==> src/rtl/pipelined_csa_adder.sv <==
// ============================================================================
// Module      : pipelined_csa_adder
// Description : Parametrised pipelined carry-select adder/subtractor with
//               valid/ready handshake, signed-overflow and zero flags.
// Revision    : 1.0 - initial release
// ============================================================================
`default_nettype none

module pipelined_csa_adder #(
  parameter int WIDTH  = 64,
  parameter int BLOCK  = 4,
  parameter int STAGES = 2
) (
  input  logic             clk,
  input  logic             rst_n,
  input  logic             in_valid,
  output logic             in_ready,
  input  logic [WIDTH-1:0] a,
  input  logic [WIDTH-1:0] b,
  input  logic             cin,
  input  logic             sub,
  output logic             out_valid,
  input  logic             out_ready,
  output logic [WIDTH-1:0] sum,
  output logic             cout,
  output logic             ovf,
  output logic             zero
);

  localparam int c_SEG    = WIDTH / STAGES;
  localparam int c_NSLICE = c_SEG / BLOCK;
  localparam int c_BW     = BLOCK + 1;
  localparam int c_LAST   = STAGES - 1;

  if ((STAGES < 1) || (BLOCK < 1) || ((WIDTH % (BLOCK * STAGES)) != 0)) begin : g_bad_cfg
    $error("pipelined_csa_adder: WIDTH must be a multiple of BLOCK*STAGES");
  end

  // Stage registers: index k holds the state leaving segment k.
  logic [STAGES-1:0][WIDTH-1:0] r_a;
  logic [STAGES-1:0][WIDTH-1:0] r_b;
  logic [STAGES-1:0][WIDTH-1:0] r_sum;
  logic [STAGES-1:0]            r_c;
  logic [STAGES-1:0]            r_vld;
  logic                         r_ovf;
  logic                         r_zero;

  // Combinational view of each segment's inputs and outputs.
  logic [STAGES-1:0][WIDTH-1:0] w_st_a;
  logic [STAGES-1:0][WIDTH-1:0] w_st_b;
  logic [STAGES-1:0][WIDTH-1:0] w_st_sum_in;
  logic [STAGES-1:0][WIDTH-1:0] w_st_sum_out;
  logic [STAGES-1:0]            w_st_cin;
  logic [STAGES-1:0]            w_st_cout;
  logic [STAGES-1:0]            w_st_vld;

  logic [WIDTH-1:0] w_b_eff;
  logic             w_c_eff;
  logic             w_advance;
  logic             w_ovf;
  logic             w_zero;
  logic             w_unused_ok;

  assign w_b_eff   = sub ? ~b : b;
  assign w_c_eff   = cin ^ sub;
  assign w_advance = !r_vld[c_LAST] || out_ready;
  assign in_ready  = w_advance;

  genvar k, j;
  for (k = 0; k < STAGES; k++) begin : g_stage
    logic [c_SEG-1:0] w_sa;
    logic [c_SEG-1:0] w_sb;
    logic [c_SEG-1:0] w_seg;

    if (k == 0) begin : g_first
      assign w_st_a[k]      = a;
      assign w_st_b[k]      = w_b_eff;
      assign w_st_cin[k]    = w_c_eff;
      assign w_st_sum_in[k] = '0;
      assign w_st_vld[k]    = in_valid;
    end else begin : g_next
      assign w_st_a[k]      = r_a[k-1];
      assign w_st_b[k]      = r_b[k-1];
      assign w_st_cin[k]    = r_c[k-1];
      assign w_st_sum_in[k] = r_sum[k-1];
      assign w_st_vld[k]    = r_vld[k-1];
    end

    assign w_sa = w_st_a[k][k*c_SEG +: c_SEG];
    assign w_sb = w_st_b[k][k*c_SEG +: c_SEG];

    for (j = 0; j < c_NSLICE; j++) begin : g_slice
      logic             w_ci;
      logic             w_co;
      logic [BLOCK-1:0] w_s;

      if (j == 0) begin : g_ripple
        assign w_ci = w_st_cin[k];
        assign {w_co, w_s} = {1'b0, w_sa[j*BLOCK +: BLOCK]} + {1'b0, w_sb[j*BLOCK +: BLOCK]}
                           + c_BW'(w_ci);
      end else begin : g_select
        // Both carry-in hypotheses are ready before the slice carry arrives.
        logic [BLOCK:0] w_s0;
        logic [BLOCK:0] w_s1;
        assign w_ci = g_slice[j-1].w_co;
        assign w_s0 = {1'b0, w_sa[j*BLOCK +: BLOCK]} + {1'b0, w_sb[j*BLOCK +: BLOCK]};
        assign w_s1 = {1'b0, w_sa[j*BLOCK +: BLOCK]} + {1'b0, w_sb[j*BLOCK +: BLOCK]}
                    + c_BW'(1);
        assign {w_co, w_s} = w_ci ? w_s1 : w_s0;
      end

      assign w_seg[j*BLOCK +: BLOCK] = w_s;
    end

    // Bits at and above this segment are still zero in the incoming partial sum.
    assign w_st_sum_out[k] = w_st_sum_in[k] | (WIDTH'(w_seg) << (k * c_SEG));
    assign w_st_cout[k]    = g_slice[c_NSLICE-1].w_co;
  end

  assign w_zero = ~|w_st_sum_out[c_LAST];
  assign w_ovf  = (w_st_a[c_LAST][WIDTH-1] == w_st_b[c_LAST][WIDTH-1]) &&
                  (w_st_sum_out[c_LAST][WIDTH-1] != w_st_a[c_LAST][WIDTH-1]);

  always_ff @(posedge clk) begin
    if (!rst_n) begin
      r_vld  <= '0;
      r_a    <= '0;
      r_b    <= '0;
      r_sum  <= '0;
      r_c    <= '0;
      r_ovf  <= 1'b0;
      r_zero <= 1'b0;
    end else if (w_advance) begin
      r_vld  <= w_st_vld;
      r_a    <= w_st_a;
      r_b    <= w_st_b;
      r_sum  <= w_st_sum_out;
      r_c    <= w_st_cout;
      r_ovf  <= w_ovf;
      r_zero <= w_zero;
    end
  end

  assign out_valid = r_vld[c_LAST];
  assign sum       = r_sum[c_LAST];
  assign cout      = r_c[c_LAST];
  assign ovf       = r_ovf;
  assign zero      = r_zero;

  // Operand bits below each segment are never read downstream.
  assign w_unused_ok = ^{r_a, r_b};

endmodule

`default_nettype wire
==> config.mk <==
export PLATFORM = sky130hd
export DESIGN_NAME = pipelined_csa_adder
export DESIGN_NICKNAME = d
export VERILOG_FILES = /design/src/rtl/pipelined_csa_adder.sv
export SDC_FILE = /design/constraint.sdc
export NUM_CORES = 1
export LEC_CHECK = 0
export ABC_AREA = 1
export CORE_UTILIZATION = 50
export DETAILED_ROUTE_END_ITERATION = 16
export PLACE_DENSITY = 0.77
export SETUP_SLACK_MARGIN = 0.4
export SLEW_MARGIN = 20
export SYNTH_ARGS = -nofsm -noshare
export SYNTH_HDL_FRONTEND = slang
export SYNTH_SLANG_ARGS = --single-unit
==> constraint.sdc <==
create_clock -name clk -period 12.6 [get_ports clk]
set_input_delay 2.52 -clock clk [delete_from_list [all_inputs] [get_ports clk]]
set_output_delay 2.52 -clock clk [all_outputs]
set_load 0.005 [all_outputs]
==> metrics.txt <==
first-pass GRT wire length=41400 um; Max Cap Viol=0; maximum VDD drop=0.0000872 V; arrival time worst endpoint=3.95 ns; wire per inst=13.8 um; # IOs=203; Layout Skew=0.00802 ns; setup repair bufs after CTS=0; antenna fix cells=0; largest net degree at the start of global routing=128; area share of fa/ha/maj cells after synthesis=12.2%; # port buffers=202; CTS tree=done; unrepaired setup endpoints after global routing=no; EDFF count, synth=0; clk_lat worst skew=0.43 ns; antenna viol nets, final=0; Post-Synth Simple-Gate Area=18.5%; DRC viols=0; yosys warns=0; Crit-path slowest cell=clkdlybuf4s50_1; Final Instance Area=13100 sq um; Slew Viols, Final=0; final hold vios=0; compound-cell area share of the yosys netlist=15.6%; iteration-0 DRC count of the detailed router=476; total gr overflow=0; CP Launch Type=primary input; Root Buffer=clkbuf_16; Crit Path Category=in2out; cts bufs inserted=17; ys flop type=dfxtp_1; cts-stage hold buffer count=0; Leakage Power=0.00618 uW; die width=149 um; pwr dens=140 nW/um^2; Top Family by Delay on Critical Path=buffers and inverters; Async SR Flop Fraction=0%; via count=9112; Synth Instances=1416; core area=21100 sq um; Yosys cell types=41; cell area after synthesis=10800 sq um; die area=22100 sq um; outcome=finished, final reports clean; Rel. slew slack=40.4%; CP endpoint kind=output pin; final setup TNS=0 ns; WP data required=10.08 ns; Final Wtd Congestion=0.865; # resized after CTS=0; proportion of layout cells with a drive suffix above 1=6.34%; pre-CTS setup slack=6.05 ns; post-synthesis net count=1644; clock-pin slew on the worst setup and hold paths=0.06 ns; setup violators final=0; drt pass-1 iters=5; min cycle time layout=6.47 ns; CP peak stage delay=0.58 ns; Avg Synthesized Cell Area=7.61 sq um; drt total wl=24800 um; post-synthesis sequential area ratio=30.8%; H-Tree Depth=4; mux contribution to synthesized area=0.105%; maximum clock insertion buffer count=2; Non-Filler Instances=1805; fmax=155 MHz; Initial Utilization=51.1%; Post-DP HPWL=18000 um; HP Class=reg2reg; Crit Path Max Fanout=38; vias in the first global route=8938; top-area cell type share of the netlist area=30.8%; WP buf/inv=2; largest family of logic cells by synthesized area=simple AND/OR/NAND/NOR gates; worst slew pin tran=0.894 ns; Synth Area in XOR/XNOR=10.1%; cell taking the most area after synthesis=dfxtp_1; Die Ht=149 um; placed cell areas=12500 sq um; drt via density=5.05; clk sinks=166; synth top area cells=dfxtp_1 31%, ha_1 8.8%, o21ai_0 6.8%, inv_1 5.9%, nand2_1 5.7%; most numerous cell on the critical path=clkdlybuf4s50_1; # rows=53; flops & latches, synth=166; CP Cell Sequence=clkdlybuf4s50_1 > or2_4 > clkdlybuf4s50_1; # placed instances=1773; NumNets Final=1745; Area growth syn-to-layout=21.7%; Tcrit/Tclk final=51.3%; setup ws final=6.13 ns; GRT Total Usage=23.1%; initial antenna violation count=0
[worst reg2reg max path: cells and delay by family, from the launching register on]
family | cells | cell delay [ns]
AOI/OAI and AO/OA | 1 | 0.13
adders and majority gates | 2 | 0.88
buffers and inverters | 3 | 0.21
DFF | 1 | 0.32
and+or+nand+nor | 18 | 1.92
[final cells by class]
class	instances	area [sq um]
fillers	1839	7980
multi-input cells	948	6080
flip-flops and latches	166	3320
repair buffers	208	2070
inverters	176	662
clock buffers	18	439
well taps	275	344
clock inverters	14	198
[per-stage QoR]
step / total power (uW) / hold slack (ns) / util (%)
3_3_place_gp: 1260 / 0.445 / 59.1
4_1_cts: 1850 / 0.459 / 62.2
6_report: 1830 / 0.455 / 62.2
2_1_floorplan: 1100 / 0.430 / -
5_1_grt: 1960 / 0.508 / 62.2
3_5_place_dp: 1280 / 0.455 / 59.1
[registers in the layout, indices dropped and copies added (netlist names)]
name and cells:
g_stage.w_sa 32, r_vld 2, r_c 2, r_sum 32
g_stage.w_sb 32, ovf 1, sum 64, zero 1
[where the power goes]
group | total, uW | internal (uW) | leakage (uW) | switching, uW
Combinational | 617 | 283 | 0.00449 | 334
Sequential | 655 | 605 | 0.00138 | 50.3
Clock | 563 | 340 | 0.000308 | 223
Total | 1830 | 1230 | 0.00618 | 607
[synth_stat cells, types with 2 or more instances]
| master | n |
|---|---|
| nand3_2 | 7 |
| o21bai_1 | 22 |
| a21o_1 | 6 |
| nand2_4 | 12 |
| nand4_1 | 16 |
| buf_1 | 5 |
| fa_1 | 18 |
| buf_4 | 64 |
| o21ai_0 | 146 |
| clkbuf_1 | 56 |
| a21oi_1 | 86 |
| nand2_1 | 164 |
| o211ai_1 | 27 |
| nor4_1 | 3 |
| nand3_4 | 2 |
| nor2_1 | 126 |
| inv_2 | 7 |
| nand2_2 | 13 |
| xor2_1 | 61 |
| nor3_1 | 3 |
| or2_2 | 10 |
| nand3_1 | 64 |
| a31oi_1 | 7 |
| ha_1 | 76 |
| dfxtp_1 | 166 |
| xnor2_1 | 63 |
| inv_1 | 169 |
| nand3b_1 | 4 |
[final timing paths]
path	slack, ns	endpoint	from	cells past startpoint
max reg2reg	9.07	zero$_SDFFE_PN0P_	r_c[0]$_SDFFE_PN0P_	24
min reg2reg	0.45	r_vld[1]$_SDFFE_PN0P_	r_vld[0]$_SDFFE_PN0P_	2
min	0.45	r_vld[1]$_SDFFE_PN0P_	r_vld[0]$_SDFFE_PN0P_	2
max	6.13	in_ready	out_ready	3
[cell families (layout without fill, tap and decap cells)]
group           after synthesis  in the layout
buf+inv                     302            416
xor+xnor                    124            124
simple gates                428            428
compound gates              301            301
mux                           1              1
fa+ha+maj                    94             94
flops                       166            166
[per-layer routing]
metal / routed length (um) / global-route usage (%) / part of all wire [%] / up-vias
li1: - / - / - / 4736
met2: 12300 / 41.0 / 50 / 204
met1: 11100 / 28.8 / 45 / 4149
met5: 0 / 0 / 0 / -
met3: 1120 / 3.98 / 4.5 / 23
met4: 303 / 6.28 / 1.2 / 0
[layout by cell type (no fill, tap or decap), types with 9 or more instances in the layout]
cell type and n:
o21ai_0 146, nand4_1 16, nand2_2 13, ha_1 76, clkbuf_16 17, inv_1 168, o21bai_1 22, nand2_1 164
nand2_4 12, a21oi_1 86, o211ai_1 27, dfxtp_1 166, nand3_1 64, xnor2_1 63, or2_2 9, clkdlybuf4s50_1 200
nor2_1 126, xor2_1 61, fa_1 18
No activity file was read; power rests on OpenSTA's default activity.
